`src/rtl/ssd_pkg.sv`:
```
// Shared types and active-low segment patterns (bit order g..a) for the
// seven-segment display bank.
package ssd_pkg;

  typedef logic [6:0] seg_t;

  localparam seg_t SEG_0     = 7'h40;
  localparam seg_t SEG_1     = 7'h79;
  localparam seg_t SEG_2     = 7'h24;
  localparam seg_t SEG_3     = 7'h30;
  localparam seg_t SEG_4     = 7'h19;
  localparam seg_t SEG_5     = 7'h12;
  localparam seg_t SEG_6     = 7'h02;
  localparam seg_t SEG_7     = 7'h78;
  localparam seg_t SEG_8     = 7'h00;
  localparam seg_t SEG_9     = 7'h10;
  localparam seg_t SEG_A     = 7'h08;
  localparam seg_t SEG_B     = 7'h03;
  localparam seg_t SEG_C     = 7'h46;
  localparam seg_t SEG_D     = 7'h21;
  localparam seg_t SEG_E     = 7'h06;
  localparam seg_t SEG_F     = 7'h0E;
  localparam seg_t SEG_BLANK = 7'h7F;

endpackage

```
`src/rtl/ssd_hex_decode.sv`:
```
// Combinational nibble to active-low seven-segment lookup covering 0-F.
module ssd_hex_decode
  import ssd_pkg::*;
(
  input  logic [3:0] nibble,
  output seg_t       seg
);

  always_comb begin
    seg = SEG_BLANK;
    case (nibble)
      4'h0: seg = SEG_0;
      4'h1: seg = SEG_1;
      4'h2: seg = SEG_2;
      4'h3: seg = SEG_3;
      4'h4: seg = SEG_4;
      4'h5: seg = SEG_5;
      4'h6: seg = SEG_6;
      4'h7: seg = SEG_7;
      4'h8: seg = SEG_8;
      4'h9: seg = SEG_9;
      4'hA: seg = SEG_A;
      4'hB: seg = SEG_B;
      4'hC: seg = SEG_C;
      4'hD: seg = SEG_D;
      4'hE: seg = SEG_E;
      4'hF: seg = SEG_F;
      default: seg = SEG_BLANK;
    endcase
  end

endmodule

```
`src/rtl/ssd_bank.sv`:
```
// Registered multi-digit seven-segment driver: captured hex word, leading-zero
// blanking, per-digit blink and PWM dimming, all outputs active-low.
module ssd_bank
  import ssd_pkg::*;
#(
  parameter int DIGITS    = 6,
  parameter int BLINK_DIV = 25_000_000,
  parameter int DIM_BITS  = 4
) (
  input  logic                  clk,
  input  logic                  rst_n,
  input  logic [4*DIGITS-1:0]   value,
  input  logic                  load,
  input  logic                  blank_lz,
  input  logic [DIGITS-1:0]     blink_en,
  input  logic [DIGITS-1:0]     dp,
  input  logic [DIM_BITS-1:0]   brightness,
  output logic [7*DIGITS-1:0]   hex_n,
  output logic [DIGITS-1:0]     dp_n
);

  localparam int CNT_W = (BLINK_DIV > 2) ? $clog2(BLINK_DIV) : 1;
  localparam logic [CNT_W-1:0] CNT_LAST = CNT_W'(BLINK_DIV - 1);

  logic [4*DIGITS-1:0] value_q;
  logic                blz_q;
  logic [DIGITS-1:0]   blink_q;
  logic [DIGITS-1:0]   dp_q;
  logic                valid;
  logic [CNT_W-1:0]    blink_cnt;
  logic                phase;
  logic [DIM_BITS-1:0] pwm_cnt;

  logic [7*DIGITS-1:0] hex_next;
  logic [DIGITS-1:0]   dp_next;
  logic                pwm_on;
  seg_t                seg_dec [DIGITS];

  // zero_above[i]: every nibble from digit i up to the top digit is zero
  logic [DIGITS:1]     zero_above;

  assign pwm_on = (&brightness) || (pwm_cnt < brightness);
  assign zero_above[DIGITS] = 1'b1;

  for (genvar gi = 0; gi < DIGITS; gi++) begin : g_digit
    logic lz_off;
    logic dark;

    ssd_hex_decode u_dec (
      .nibble (value_q[4*gi +: 4]),
      .seg    (seg_dec[gi])
    );

    if (gi == 0) begin : g_lsd
      assign lz_off = 1'b0;
    end else begin : g_upper
      assign zero_above[gi] = zero_above[gi+1] && (value_q[4*gi +: 4] == 4'h0);
      assign lz_off = blz_q && zero_above[gi];
    end

    // Invalid, PWM-off and blink all kill the whole digit including its dp
    assign dark = !valid || !pwm_on || (phase && blink_q[gi]);

    assign hex_next[7*gi +: 7] = (dark || lz_off) ? SEG_BLANK : seg_dec[gi];
    assign dp_next[gi]         = dark ? 1'b1 : ~dp_q[gi];
  end

  always_ff @(posedge clk or negedge rst_n) begin
    if (!rst_n) begin
      value_q   <= '0;
      blz_q     <= 1'b0;
      blink_q   <= '0;
      dp_q      <= '0;
      valid     <= 1'b0;
      blink_cnt <= '0;
      phase     <= 1'b0;
      pwm_cnt   <= '0;
      hex_n     <= '1;
      dp_n      <= '1;
    end else begin
      if (load) begin
        value_q <= value;
        blz_q   <= blank_lz;
        blink_q <= blink_en;
        dp_q    <= dp;
        valid   <= 1'b1;
      end

      if (blink_cnt == CNT_LAST) begin
        blink_cnt <= '0;
        phase     <= ~phase;
      end else begin
        blink_cnt <= blink_cnt + 1'b1;
      end

      pwm_cnt <= pwm_cnt + 1'b1;
      hex_n   <= hex_next;
      dp_n    <= dp_next;
    end
  end

endmodule

```
`config.mk`:
```
export PLATFORM = sky130hd
export DESIGN_NAME = ssd_bank
export DESIGN_NICKNAME = d
export VERILOG_FILES = /design/src/rtl/ssd_pkg.sv /design/src/rtl/ssd_hex_decode.sv /design/src/rtl/ssd_bank.sv
export SDC_FILE = /design/constraint.sdc
export NUM_CORES = 1
export LEC_CHECK = 0
export ABC_AREA = 1
export CAP_MARGIN = 10
export CORE_AREA = 2 2 147 149
export DETAILED_ROUTE_END_ITERATION = 8
export DIE_AREA = 0 0 149 151
export SLEW_MARGIN = 30
export SYNTH_ARGS = -nofsm -noshare
export SYNTH_HDL_FRONTEND = slang
export SYNTH_SLANG_ARGS = --single-unit
```
`constraint.sdc`:
```
create_clock -name clk -period 2.2 [get_ports clk]
set_input_delay 0.22 -clock clk [delete_from_list [all_inputs] [get_ports clk]]
set_output_delay 0.22 -clock clk [all_outputs]
set_load 0.005 [all_outputs]
```
==> summary.md, run 1 <==
| Metric | Value |
|---|---|
| Diode insertion count for antenna repair | `0` |
| Count of distinct cell types in the synthesized netlist | `37` |
| Clock tree skew after final layout | `between 0.01 and 0.015 ns` |
| Share of the synthesized netlist area taken by xor and xnor gates | `under 10%` |
| Number of H-tree levels | `4` |
| Die Outline Area | `0.0225 sq mm` |
| Reported net switching power | `0.00161 W` |
| Gpl congestion | `around 0.89` |
| Port Buffer Count | `91` |
| Number of vias per cell | `4.54` |
| Placement Cell Area | `0.00741 sq mm` |
| Shortest clock period the worst path allows after layout | `1.68 ns` |
| Yosys warnings | `0` |
| Area overhead of the layout relative to synthesis | `29.9%` |
| IR Drop Worst-Case VDD | `between 0.4 and 0.5 mV` |
| # resized after CTS | `0` |
| Last element of the critical path | `hex_n[24]` |
| Worst hold path cell count | `3` |
| Power, Total | `0.00624 W` |
| Num CTS Buffers | `17` |
| Number of synthesized register bits | `116` |
| Initial Util | `29.6%` |
| Clk network pwr share | `43.8%` |
| Endpoints failing setup | `0` |
| Proportion of synthesized chip area in sequential cells | `between 40% and 50%` |
| Stages on the worst setup path | `1` |
| Most used flip-flop cell after synthesis | `dfrtp_1` |
| CP startpoint kind | `flop` |
| Worst slew margin relative to its limit | `~55%` |
| Synthesized netlist cell count | `731` |
| Crit path largest cell delay | `between 0.5 and 0.6 ns` |
| Total number of placement rows | `53` |
| Global-route usage over all layers | `13.7%` |
| Wire length of the first global-routing pass | `24100 um` |
| Routed WL per cell | `12.8 um` |
| Clock Sinks | `116` |
| TritonCTS clock tree | `yes` |
| Post-route cell area | `0.00801 sq mm` |
| Worst Setup End Kind | `output pin` |
| Net count, final | `908` |
| Number of violations of the max-capacitance limit | `0` |
| Critical path origin | `hex_n[24]` |
| Detailed-router iteration count before antenna repair | `5` |
| Initial antenna violation count | `0` |
| DP HPWL | `10900 um` |
| Final antenna-violating net count | `0` |
| Final total negative setup slack | `0 ns` |
| Wire length after detailed routing | `14300 um` |
| Floorplan core area | `around 0.021 sq mm` |
| Final clock period utilization by the worst path | `76.4%` |
| Post-synthesis instance area | `roughly 0.0062 sq mm` |
| Maximum buffer depth of the clock tree | `2` |
| Startpoint of the worst-slack reg-to-reg timing path | `value_q[20]` |
| Critical-path cell list | `clkdlybuf4s50_1` |
| Critical Path AT | `1.46 ns` |
| Worst R2R End | `hex_n[20]` |
| Part of the total power dissipated in combinational logic | `between 10 and 15%` |
| Arithmetic-cell share of the synthesized area counting full adders, half adders and majority gates | `7.30%` |
| Violation count after the first detailed-routing iteration | `231` |
| Largest net degree at the start of global routing | `between 50 and 60` |
| Count of flip-flops with a built-in enable after synthesis | `0` |
| Die height | `approximately 150 um` |
| Via count of the first global-routing pass | `4837` |
| Outcome | `complete, no violations` |
| Number of cell instances on the worst register-to-register path | `6` |
| Net switching share of the total power | `between 20% and 30%` |
| Kind of cell with the highest combined delay on the critical path | `flip-flops` |
| Critical path data required time | `1.98 ns` |
| Clock-pin slew of the registers on the worst-case setup and hold paths | `0.06 ns` |
| Async set or reset register ratio after synthesis | `100%` |
| Total global routing overflow | `0` |
| Fraction of layout cells with a size suffix above 1 | `14.1%` |
| Root Buffer | `clkbuf_16` |
| Total number of vias | `5068` |
| Slowest-stage cell, CP | `dfstp_2` |
| Clock insertion delay at the later pin of the skew report | `slightly above 0.4 ns` |
| R2r setup slk | `0.59 ns` |
| Final hold violations | `0` |
| Internal power summed over all cells | `0.00464 W` |
| Class of the worst hold path | `input port to flop` |
| Highest attainable clock frequency | `approximately 590 MHz` |
| Cell leakage power | `3.65 nW` |
| Sequential share of power | `41.3%` |
| Number of remaining DRC errors | `0` |
| Die W | `149 um` |
| Final Max Tran Viols | `0` |
| Power density over cell area | `779 mW/mm^2` |
| Mapped Avg Cell Area | `8.44 sq um` |
| Worst-path fanout max | `1` |
| Share of synthesized area spent on multiplexers | `0%` |
| Post-CTS Setup Bufs | `0` |
| Worst-margin pin slew | `0.671 ns` |
| Worst Setup Path Type | `flop to output pin` |
| Basic-gate share of the synthesized area counting and, or, nand and nor cells | `27.1%` |
| Unrepaired setup endpoints after global routing | `false` |
| Compound-cell area share of the yosys netlist | `9.21%` |
| Boundary Pins | `92` |
| Worst path buffer plus inverter count | `1` |
| Main combinational cell family by area after synthesis | `simple AND/OR/NAND/NOR gates` |
| Post-Synthesis Net Count | `811` |
-- how the worst min path moves through the flow --
stage	start	end	slack, ns
2_1_floorplan	rst_n	blink_cnt[0]	-0.08
3_3_place_gp	rst_n	blink_q[4]	0.31
3_5_place_dp	rst_n	dp_q[3]	0.31
4_1_cts	load	dp_q[1]	0.19
5_1_grt	load	dp_q[1]	0.22
6_report	load	dp_q[1]	0.20
-- routing by layer --
layer  track usage [%]  wire [um]  share of wire [%]  vias up
met2              22.2       6920                 48      130
met4              3.67        119               0.83        0
met1              18.1       6610                 46     2329
met5                 0          0                  0        -
li1                  -          -                  -     2598
met3              3.64        683                4.8       11
-- through the flow --
| stage | setup WS (ns) | util (%) | instances | hold slack, ns |
|---|---|---|---|---|
| 2_1_floorplan | 0.743 | - | 731 | -0.0756 |
| 6_report | 0.519 | 38.5 | 1116 | 0.196 |
| 3_5_place_dp | 0.268 | 35.6 | 1083 | 0.305 |
| 4_1_cts | 0.497 | 38.5 | 1116 | 0.186 |
| 3_3_place_gp | 0.311 | 35.6 | 1083 | 0.315 |
| 5_1_grt | 0.447 | 38.5 | 1116 | 0.223 |
-- flip-flops by register name (all words and copies together), names as in the netlist --
register,flops
value_q,24
blink_q,6
phase,1
blink_cnt,25
hex_n,42
valid,1
dp_n,6
dp_q,6
pwm_cnt,4
blz_q,1
-- kinds of logic after synthesis --
group           Yosys count
compound gates          104
xor+xnor                 12
fa+ha+maj                36
buf+inv                 103
flops                   116
simple gates            360
-- cell type report --
class | count | area (sq um)
clock inverters | 13 | 148
fillers | 2152 | 12800
well taps | 275 | 344
clock buffers | 19 | 443
inverters | 83 | 312
repair buffers | 98 | 996
flip-flops and latches | 116 | 2960
multi-input cells | 512 | 2810
-- cell usage after synthesis, types with 2 or more instances --
cell      count  area share [%]
nand2_1     182              11
inv_1        74             4.5
nor2_1       69             4.2
dfrtp_1      68              28
o21ai_0      56             4.5
dfstp_2      48              20
nand4_1      43             4.4
ha_1         36             7.3
nand3_1      31             2.5
a21oi_1      24             1.9
clkbuf_1     12            0.73
nor3_1        9            0.73
o22ai_1       8            0.81
inv_2         7            0.43
xor2_1        7            0.99
nor2_4        6             1.1
a31oi_1       5            0.51
nand2_2       5            0.51
buf_4         4            0.49
nand3_2       4            0.65
nor2_2        4            0.41
xnor2_1       4            0.57
a22oi_1       3            0.37
buf_2         3            0.24
nor3b_1       3            0.37
a21o_1        2            0.24
clkinv_1      2            0.12
nor3_4        2            0.53
o21bai_1      2            0.24
-- placed cells by master (no fill, tap or decap), drive strengths merged --
| cell | instances |
|---|---|
| a31oi | 5 |
| o31ai | 1 |
| clkbuf | 19 |
| xor2 | 8 |
| nand4 | 44 |
| nand2 | 187 |
| nor3b | 3 |
| ha | 36 |
| bufinv | 2 |
| dfstp | 48 |
| xnor2 | 4 |
| o311ai | 1 |
| a21o | 2 |
| dfrtp | 68 |
| buf | 8 |
| a22oi | 3 |
| a32oi | 1 |
| inv | 85 |
| o22ai | 8 |
| nor3 | 11 |
| clkinv | 5 |
| clkinvlp | 4 |
| o21ai | 56 |
| o21bai | 2 |
| clkdlybuf4s50 | 89 |
| nor2 | 79 |
| nand3 | 36 |
| a21oi | 25 |
| dlygate4sd3 | 1 |
-- timing repair --
action | in CTS | in global routing
hold buffers | 1 | 0
hold endpoints to repair | 28 | 0
setup endpoints to repair | 0 | 0
-- power groups by stage --
stage          registers, W  logic [W]  clock network, W
2_1_floorplan       0.00256   0.000436                 0
3_3_place_gp        0.00262   0.000925                 0
3_5_place_dp        0.00261   0.000938                 0
4_1_cts             0.00258   0.000940           0.00281
5_1_grt             0.00261    0.00105           0.00294
6_report            0.00258   0.000926           0.00274
Note: power is estimated with default switching activity, not from simulation.
==> inputs of run 2 (changes only) <==
==> constraint.sdc (replaced) <==
create_clock -name clk -period 1.59 [get_ports clk]
set_input_delay 0.159 -clock clk [delete_from_list [all_inputs] [get_ports clk]]
set_output_delay 0.159 -clock clk [all_outputs]
set_load 0.005 [all_outputs]
==> run 2 against run 1 <==
- the flow now finishes with violations (negative setup slack)
- critical path depth up 8
- combinational power increased by 37%
- setup slack got worse by 0.52 ns
- cell count is 2.4% higher
- highest routed layer unchanged
- global-route usage increased by 0.30 points
- non-clock buffer count grew 27
- final area up 3.6%
- count of clock-buffer cells in the layout down 2
==> summary.md, run 2 (synthesis gave the netlist of run 1 again) <==
| Metric | Value |
|---|---|
| Power density over cell area | `1070 mW/mm^2 (+37%)` |
| Sequential share of power | `39.8% (-1.5 points)` |
| Global routing met1 resource utilization | `18.2% (+0.028 points)` |
| Crit path largest cell delay | `0.40 ns (-0.15 ns)` |
| Diode insertion count for antenna repair | `0 (unchanged)` |
| Worst setup slack after placement | `-0.281 ns (-0.548 ns)` |
| Via count of the first global-routing pass | `4941 (+2.2%)` |
| Number of vias per cell | `4.59 (+1.1%)` |
| Die height | `151 um (unchanged)` |
| Endpoints failing setup | `1 (+1)` |
| Class of the worst hold path | `input port to flop` |
| Most repeated library cell on the critical path | `nand2_1` |
| Min setup slack post-route | `-0.000757 ns (-0.519 ns)` |
| Fin cells | `1143 (+2.4%)` |
| Global-route met2 utilization | `22.7% (+0.46 points)` |
| Met3 demand-to-capacity share in global routing | `3.83% (+0.18 points)` |
| Startpoint of the most critical hold path | `load` |
| Wire length after detailed routing | `15500 um (+8.2%)` |
| Slowest-stage cell, CP | `dfrtp_1` |
| Root Buffer | `clkbuf_16` |
| Internal power summed over all cells | `0.00662 W (+43%)` |
| Maximum buffer depth of the clock tree | `2 (unchanged)` |
| Net count, final | `935 (+3.0%)` |
| Num CTS Buffers | `17 (unchanged)` |
| Global-route usage over all layers | `14.0% (+0.30 points)` |
| Kind of cell with the highest combined delay on the critical path | `flip-flops` |
| Worst Setup Path Type | `flop to flop` |
| Part of the total power dissipated in combinational logic | `14.3% (-0.5 points)` |
| Worst Setup End Kind | `flop` |
| CP startpoint kind | `flop` |
| Reg with most FFs | `hex_n` |
| Grt peak-use layer | `met2` |
| Placed Cells incl. Taps | `1103 (+1.8%)` |
| Die Outline Area | `0.0225 sq mm (unchanged)` |
| Worst-margin pin slew | `0.479 ns (-0.192 ns)` |
| Total number of vias | `5248 (+3.6%)` |
| Largest net degree at the start of global routing | `49 (-5.8%)` |
| Worst hold path cell count | `3 (unchanged)` |
| Net switching share of the total power | `25.5% (-0.20 points)` |
| Final worst hold slack | `0.113 ns (-0.0827 ns)` |
| Fraction of layout cells with a size suffix above 1 | `17.4% (+3.2 points)` |
| Gpl congestion | `0.874 (-1.5%)` |
| Detailed-router iteration count before antenna repair | `5 (unchanged)` |
| Final Max Tran Viols | `0 (unchanged)` |
| Boundary Pins | `92 (unchanged)` |
| Number of violations of the max-capacitance limit | `0 (unchanged)` |
| Startpoint of the worst-slack reg-to-reg timing path | `pwm_cnt[1]` |
| Commonest non-fill, non-tap cells in the layout | `nand2_1 (181), inv_1 (74), nor2_1 (68), dfrtp_1 (68), o21ai_0 (56)` |
| Post-layout utilization of the core | `39.9% (+1.4 points)` |
| Reported net switching power | `0.00226 W (+41%)` |
| IR Drop Worst-Case VDD | `0.648 mV (+41%)` |
| Highest attainable clock frequency | `approximately 630 MHz` |
| Storage element area | `0.00296 sq mm (unchanged)` |
| Violation count after the first detailed-routing iteration | `210 (-9.1%)` |
| Worst path buffer plus inverter count | `2 (+1)` |
| Area used by multi-input combinational logic | `0.00284 sq mm (+1.0%)` |
| Clk network pwr share | `45.9% (+2.1 points)` |
| Registers with the most flip-flops | `hex_n: 42 flops, blink_cnt: 25 flops, value_q: 24 flops` |
| Initial antenna violation count | `0 (unchanged)` |
| Final clock period utilization by the worst path | `100%` |
| Shortest clock period the worst path allows after layout | `~1.6 ns` |
| Violations in the final reports | `negative setup slack` |
| Fill cell total of the finished layout | `2139 (-0.60%)` |
| Number of H-tree levels | `4 (unchanged)` |
| Routed WL per cell | `13.6 um (+5.6%)` |
| Most frequent standard cell in the layout excluding fill and tap cells | `nand2_1` |
| Clock insertion delay at the later pin of the skew report | `0.41 ns (about the same)` |
| Final hold violations | `0 (unchanged)` |
| Critical-path cell list | `ha_1, nand2_1, nand2_1, nand2_1, nand2_2, a21oi_4, buf_12, clkbuf_16, nand4_1` |
| Total global routing overflow | `0 (unchanged)` |
| Area overhead of the layout relative to synthesis | `34.6%` |
| Final antenna-violating net count | `0 (unchanged)` |
| Number of cell instances on the worst register-to-register path | `9 (+3)` |
| Worst R2R End | `hex_n[28]` |
| Worst min-delay path endpoint | `blink_q[0]` |
| Worst-path fanout max | `12 (+11)` |
| Number of remaining DRC errors | `0 (unchanged)` |
| Initial Util | `29.6% (unchanged)` |
| Wire length of the first global-routing pass | `24600 um (+1.9%)` |
| Clock-pin slew of the registers on the worst-case setup and hold paths | `0.06 ns (about the same)` |
| Port Buffer Count | `91 (unchanged)` |
| Power, Total | `0.00888 W (+42%)` |
| Cell leakage power | `3.96 nW (+8.5%)` |
| Clock Sinks | `116 (unchanged)` |
| Die W | `149 um (unchanged)` |
| Clock tree skew after final layout | `0.00657 ns (-0.00519 ns)` |
| Critical Path AT | `1.91 ns (+0.45 ns)` |
| Number of flip-flops in the largest register | `42 (unchanged)` |
| R2r setup slk | `-0.0008 ns (-0.59 ns)` |
| Total number of placement rows | `53 (unchanged)` |
| DP HPWL | `11000 um (+1.5%)` |
| Unrepaired setup endpoints after global routing | `true` |
| Outcome | `finished, violations left` |
| TritonCTS clock tree | `yes` |
| Worst slew margin relative to its limit | `68.0% (+13 points)` |
| Floorplan core area | `0.0208 sq mm (unchanged)` |
| Critical path data required time | `1.91 ns (-0.07 ns)` |
## run 2: changes by cell type in the layout (fill, tap and decap cells not counted), moves of 2 or more
cell and change:
dlygate4sd2_1 +47, bufinv_16 +2, buf_4 +21, clkinvlp_4 -3, clkbuf_16 +3, clkinv_2 +2
clkinv_4 +2, clkdlybuf4s50_1 -48
## run 2: how the worst max path moves through the flow
| stage | from | endpoint | slack [ns] | cells past startpoint |
|---|---|---|---|---|
| after floorplan | pwm_cnt[3] | hex_n[35] | 0.13 | 7 |
| after CTS | dp_n[4] | dp_n[4] | 0.0002 | 1 |
| after global routing | pwm_cnt[1] | hex_n[33] | -0.08 | 9 |
| after global placement | brightness[3] | hex_n[17] | -0.24 | 8 |
| after detailed placement | brightness[3] | hex_n[0] | -0.28 | 8 |
| final | pwm_cnt[1] | hex_n[28] | -0.0008 | 9 |
## run 2: area by class of cell
class,count,share of cell area (%)
Multi-Input combinational cell,512,34.2
Timing Repair Buffer,125,14.7
Inverter,83,3.75
Clock buffer,17,5.12
Tap cell,275,4.14
Clock inverter,15,2.46
Sequential cell,116,35.7
## run 2: what timing repair did
action / in CTS / in global routing
resized for setup: 47 / 7
hold buffers: 1 / 0
hold endpoints to repair: 25 / 0
pin swaps: 0 / 2
cloned: 0 / 5
endpoints found under the setup margin: 47 / 61
setup buffers: 0 / 2
## run 2: tightest hold or removal path: cells and delay by family
kind                   cells  cell delay, ns
buffers and inverters      1            0.19
and+or+nand+nor            2            0.13
## run 2: power by group through the flow
stage	Clock, W	Combinational (W)	Sequential, W
final	0.00408	0.00127	0.00353
after global routing	0.00432	0.00144	0.00357
after CTS	0.00417	0.00125	0.00354
after global placement	0	0.00136	0.00360
after floorplan	0	0.000604	0.00355
after detailed placement	0	0.00137	0.00359
## run 2: through the flow
step / cell area (sq um) / TNS [ns]
finish: 8300 / -0.000757
global route: 8300 / -3.09
CTS: 8140 / 0
detailed placement: 7560 / -12.11
global placement: 7560 / -11.00
floorplan: 6170 / 0
## run 2: per-layer routing
layer	up-vias	wire, um
li1	2652	-
met1	2452	6830
met2	128	7550
met3	16	894
met4	0	233
met5	-	0
==> inputs of run 3 (changes only) <==
--- a/config.mk
+++ b/config.mk
@@ -10,6 +10,7 @@
 export CORE_AREA = 2 2 147 149
 export DETAILED_ROUTE_END_ITERATION = 8
 export DIE_AREA = 0 0 149 151
+export SETUP_SLACK_MARGIN = 0.2
 export SLEW_MARGIN = 30
 export SYNTH_ARGS = -nofsm -noshare
 export SYNTH_HDL_FRONTEND = slang
==> run 3 against run 2 <==
- core utilization is 2.3 points higher
- sequential power hardly changed
- largest power group unchanged
- final area is 5.8% higher
- first-iteration DRC count is 56% higher
- the flow still finishes with violations (negative setup slack)
- worst hold slack worse by 0.061 ns
==> summary.md, run 3 (synthesis gave the netlist of run 1 again) <==
| Metric | Value |
|---|---|
| Outcome | `finished, violations left` |
| Violations in the final reports | `negative setup slack` |
| Maximum buffer depth of the clock tree | `2 (unchanged)` |
| Number of vias per cell | `4.66 (+1.4%)` |
| Area overhead of the layout relative to synthesis | `42.5%` |
| CP startpoint kind | `flop` |
| TritonCTS clock tree | `yes` |
| Worst-path fanout max | `7 (-5)` |
| Fraction of layout cells with a size suffix above 1 | `25.9% (+8.5 points)` |
| Number of H-tree levels | `4 (unchanged)` |
| Wire length of the first global-routing pass | `25400 um (+3.5%)` |
| Placed Cells incl. Taps | `1103 (unchanged)` |
| Gpl congestion | `0.898 (+2.7%)` |
| Registers with the most flip-flops | `hex_n: 42 flops, blink_cnt: 25 flops, value_q: 24 flops` |
| Crit path largest cell delay | `0.43 ns (+0.03 ns)` |
| Clock-pin slew of the registers on the worst-case setup and hold paths | `0.05 ns (about the same)` |
| Largest net degree at the start of global routing | `33 (-33%)` |
| Worst path buffer plus inverter count | `2 (unchanged)` |
| Worst Setup End Kind | `flop` |
| Worst setup slack after placement | `-0.283 ns (-0.00201 ns)` |
| Unrepaired setup endpoints after global routing | `true` |
| Die Outline Area | `0.0225 sq mm (unchanged)` |
| Initial Util | `29.6% (unchanged)` |
| Commonest non-fill, non-tap cells in the layout | `nand2_1 (172), inv_1 (72), dfrtp_1 (56)` |
| Wire length after detailed routing | `16400 um (+5.6%)` |
| Port Buffer Count | `91 (unchanged)` |
| Total number of vias | `5397 (+2.8%)` |
| Fin cells | `1159 (+1.4%)` |
| Total global routing overflow | `0 (unchanged)` |
| Detailed-router iteration count before antenna repair | `7 (+2)` |
| Endpoints failing setup | `1 (unchanged)` |
| Most frequent standard cell in the layout excluding fill and tap cells | `nand2_1` |
| Cell leakage power | `4.13 nW (+4.3%)` |
| Critical path data required time | `1.91 ns (about the same)` |
| Worst hold path cell count | `3 (unchanged)` |
| Number of flip-flops in the largest register | `42 (unchanged)` |
| Routed WL per cell | `14.1 um (+4.1%)` |
| Worst-margin pin slew | `0.516 ns (+0.0368 ns)` |
| Global-route usage over all layers | `14.4% (+0.39 points)` |
| Slowest-stage cell, CP | `dfrtp_1` |
| DP HPWL | `11200 um (+1.5%)` |
| Critical Path AT | `1.92 ns (about the same)` |
| Final antenna-violating net count | `0 (unchanged)` |
| Post-layout utilization of the core | `42.2% (+2.3 points)` |
| Number of cell instances on the worst register-to-register path | `7 (-2)` |
| Class of the worst hold path | `input port to flop` |
| Total number of placement rows | `53 (unchanged)` |
| Violation count after the first detailed-routing iteration | `328 (+56%)` |
| Final hold violations | `0 (unchanged)` |
| Critical-path cell list | `ha_4, a21oi_1, nand2_2, a21oi_4, buf_6, clkbuf_16, nand4_1` |
| Num CTS Buffers | `17 (unchanged)` |
| Boundary Pins | `92 (unchanged)` |
| Root Buffer | `clkbuf_16` |
| Worst slew margin relative to its limit | `65.6% (-2.5 points)` |
| Final Max Tran Viols | `0 (unchanged)` |
| Min setup slack post-route | `-0.00421 ns (-0.00345 ns)` |
| Final clock period utilization by the worst path | `100% (+0.22 points)` |
| Shortest clock period the worst path allows after layout | `1.59 ns (+0.00345 ns)` |
| Die height | `151 um (unchanged)` |
| Die W | `149 um (unchanged)` |
| Final total negative setup slack | `-0.00421 ns (-0.00345 ns)` |
| Clock insertion delay at the later pin of the skew report | `0.41 ns (about the same)` |
| Net count, final | `950 (+1.6%)` |
| Number of violations of the max-capacitance limit | `0 (unchanged)` |
| Initial antenna violation count | `2 (+2)` |
| Fill cell total of the finished layout | `2054 (-4.0%)` |
| IR Drop Worst-Case VDD | `0.717 mV (+11%)` |
| Power density over cell area | `998 mW/mm^2 (-6.7%)` |
| Number of remaining DRC errors | `0 (unchanged)` |
| Reg with most FFs | `hex_n` |
| Highest attainable clock frequency | `627 MHz (-0.22%)` |
| Floorplan core area | `0.0208 sq mm (unchanged)` |
| Worst Setup Path Type | `flop to flop` |
| Via count of the first global-routing pass | `5127 (+3.8%)` |
| Stages on the worst setup path | `7 (-2)` |
| Clock tree skew after final layout | `0.00942 ns (+0.00285 ns)` |
| Kind of cell with the highest combined delay on the critical path | `flip-flops` |
| Clock Sinks | `116 (unchanged)` |
## run 3: per-layer routing
layer | vias to the layer above | part of all wire [%] | GRT usage, %
met3 | 20 | 4.4 | 4.01
li1 | 2693 | - | -
met1 | 2554 | 45 | 18.5
met5 | - | 0.079 | 0
met4 | 2 | 1.0 | 3.81
met2 | 128 | 50 | 23.9
## run 3: final cells by class
type / count / area, sq um / share of cell area (%)
antenna: 1 / 2.50 / 0.0285
clock buffer: 23 / 488 / 5.55
clock inverter: 9 / 125 / 1.42
inverter: 83 / 319 / 3.63
multi-input combinational: 512 / 3150 / 35.8
sequential: 116 / 2980 / 33.9
tap: 275 / 344 / 3.92
timing repair buffer: 140 / 1390 / 15.8
## run 3: worst paths after layout
path | startpoint | endpoint | slack [ns]
min | load | dp_q[5] | 0.05
min reg2reg | dp_q[2] | dp_n[2] | 0.41
max reg2reg | pwm_cnt[3] | hex_n[23] | -0.004
max in group asynchronous | rst_n | hex_n[11] | 0.74
max | pwm_cnt[3] | hex_n[23] | -0.004
min in group asynchronous | rst_n | value_q[23] | 0.27
## run 3: what timing repair did
| item | CTS | global route |
|---|---|---|
| endpoints found under the hold margin | 25 | 0 |
| resized for setup | 62 | 88 |
| hold buffers | 1 | 0 |
| endpoints found under the setup margin | 115 | 71 |
| pin swaps | 5 | 18 |
| gates cloned | 1 | 3 |
| buffers inserted | 8 | 10 |
## run 3: worst min-delay path: cells and delay by family
family | cells | cell delay [ns]
buffers and inverters | 1 | 0.15
and+or+nand+nor | 2 | 0.11
## run 3: where the power goes
group	switching [W]	leakage, nW	total [W]	internal, W
logic	0.000671	2.49	0.00130	0.000633
clock network	0.00133	0.299	0.00395	0.00262
registers	0.000157	1.34	0.00352	0.00336
total	0.00216	4.13	0.00877	0.00661
## run 3: metrics by stage
stage	instance area, sq um	power, W	hold WS (ns)
2_1_floorplan	6190	0.00416	-0.137
3_3_place_gp	7600	0.00497	0.119
3_5_place_dp	7600	0.00497	0.123
4_1_cts	8320	0.00883	0.0437
5_1_grt	8790	0.00919	0.0686
6_report	8790	0.00877	0.0517
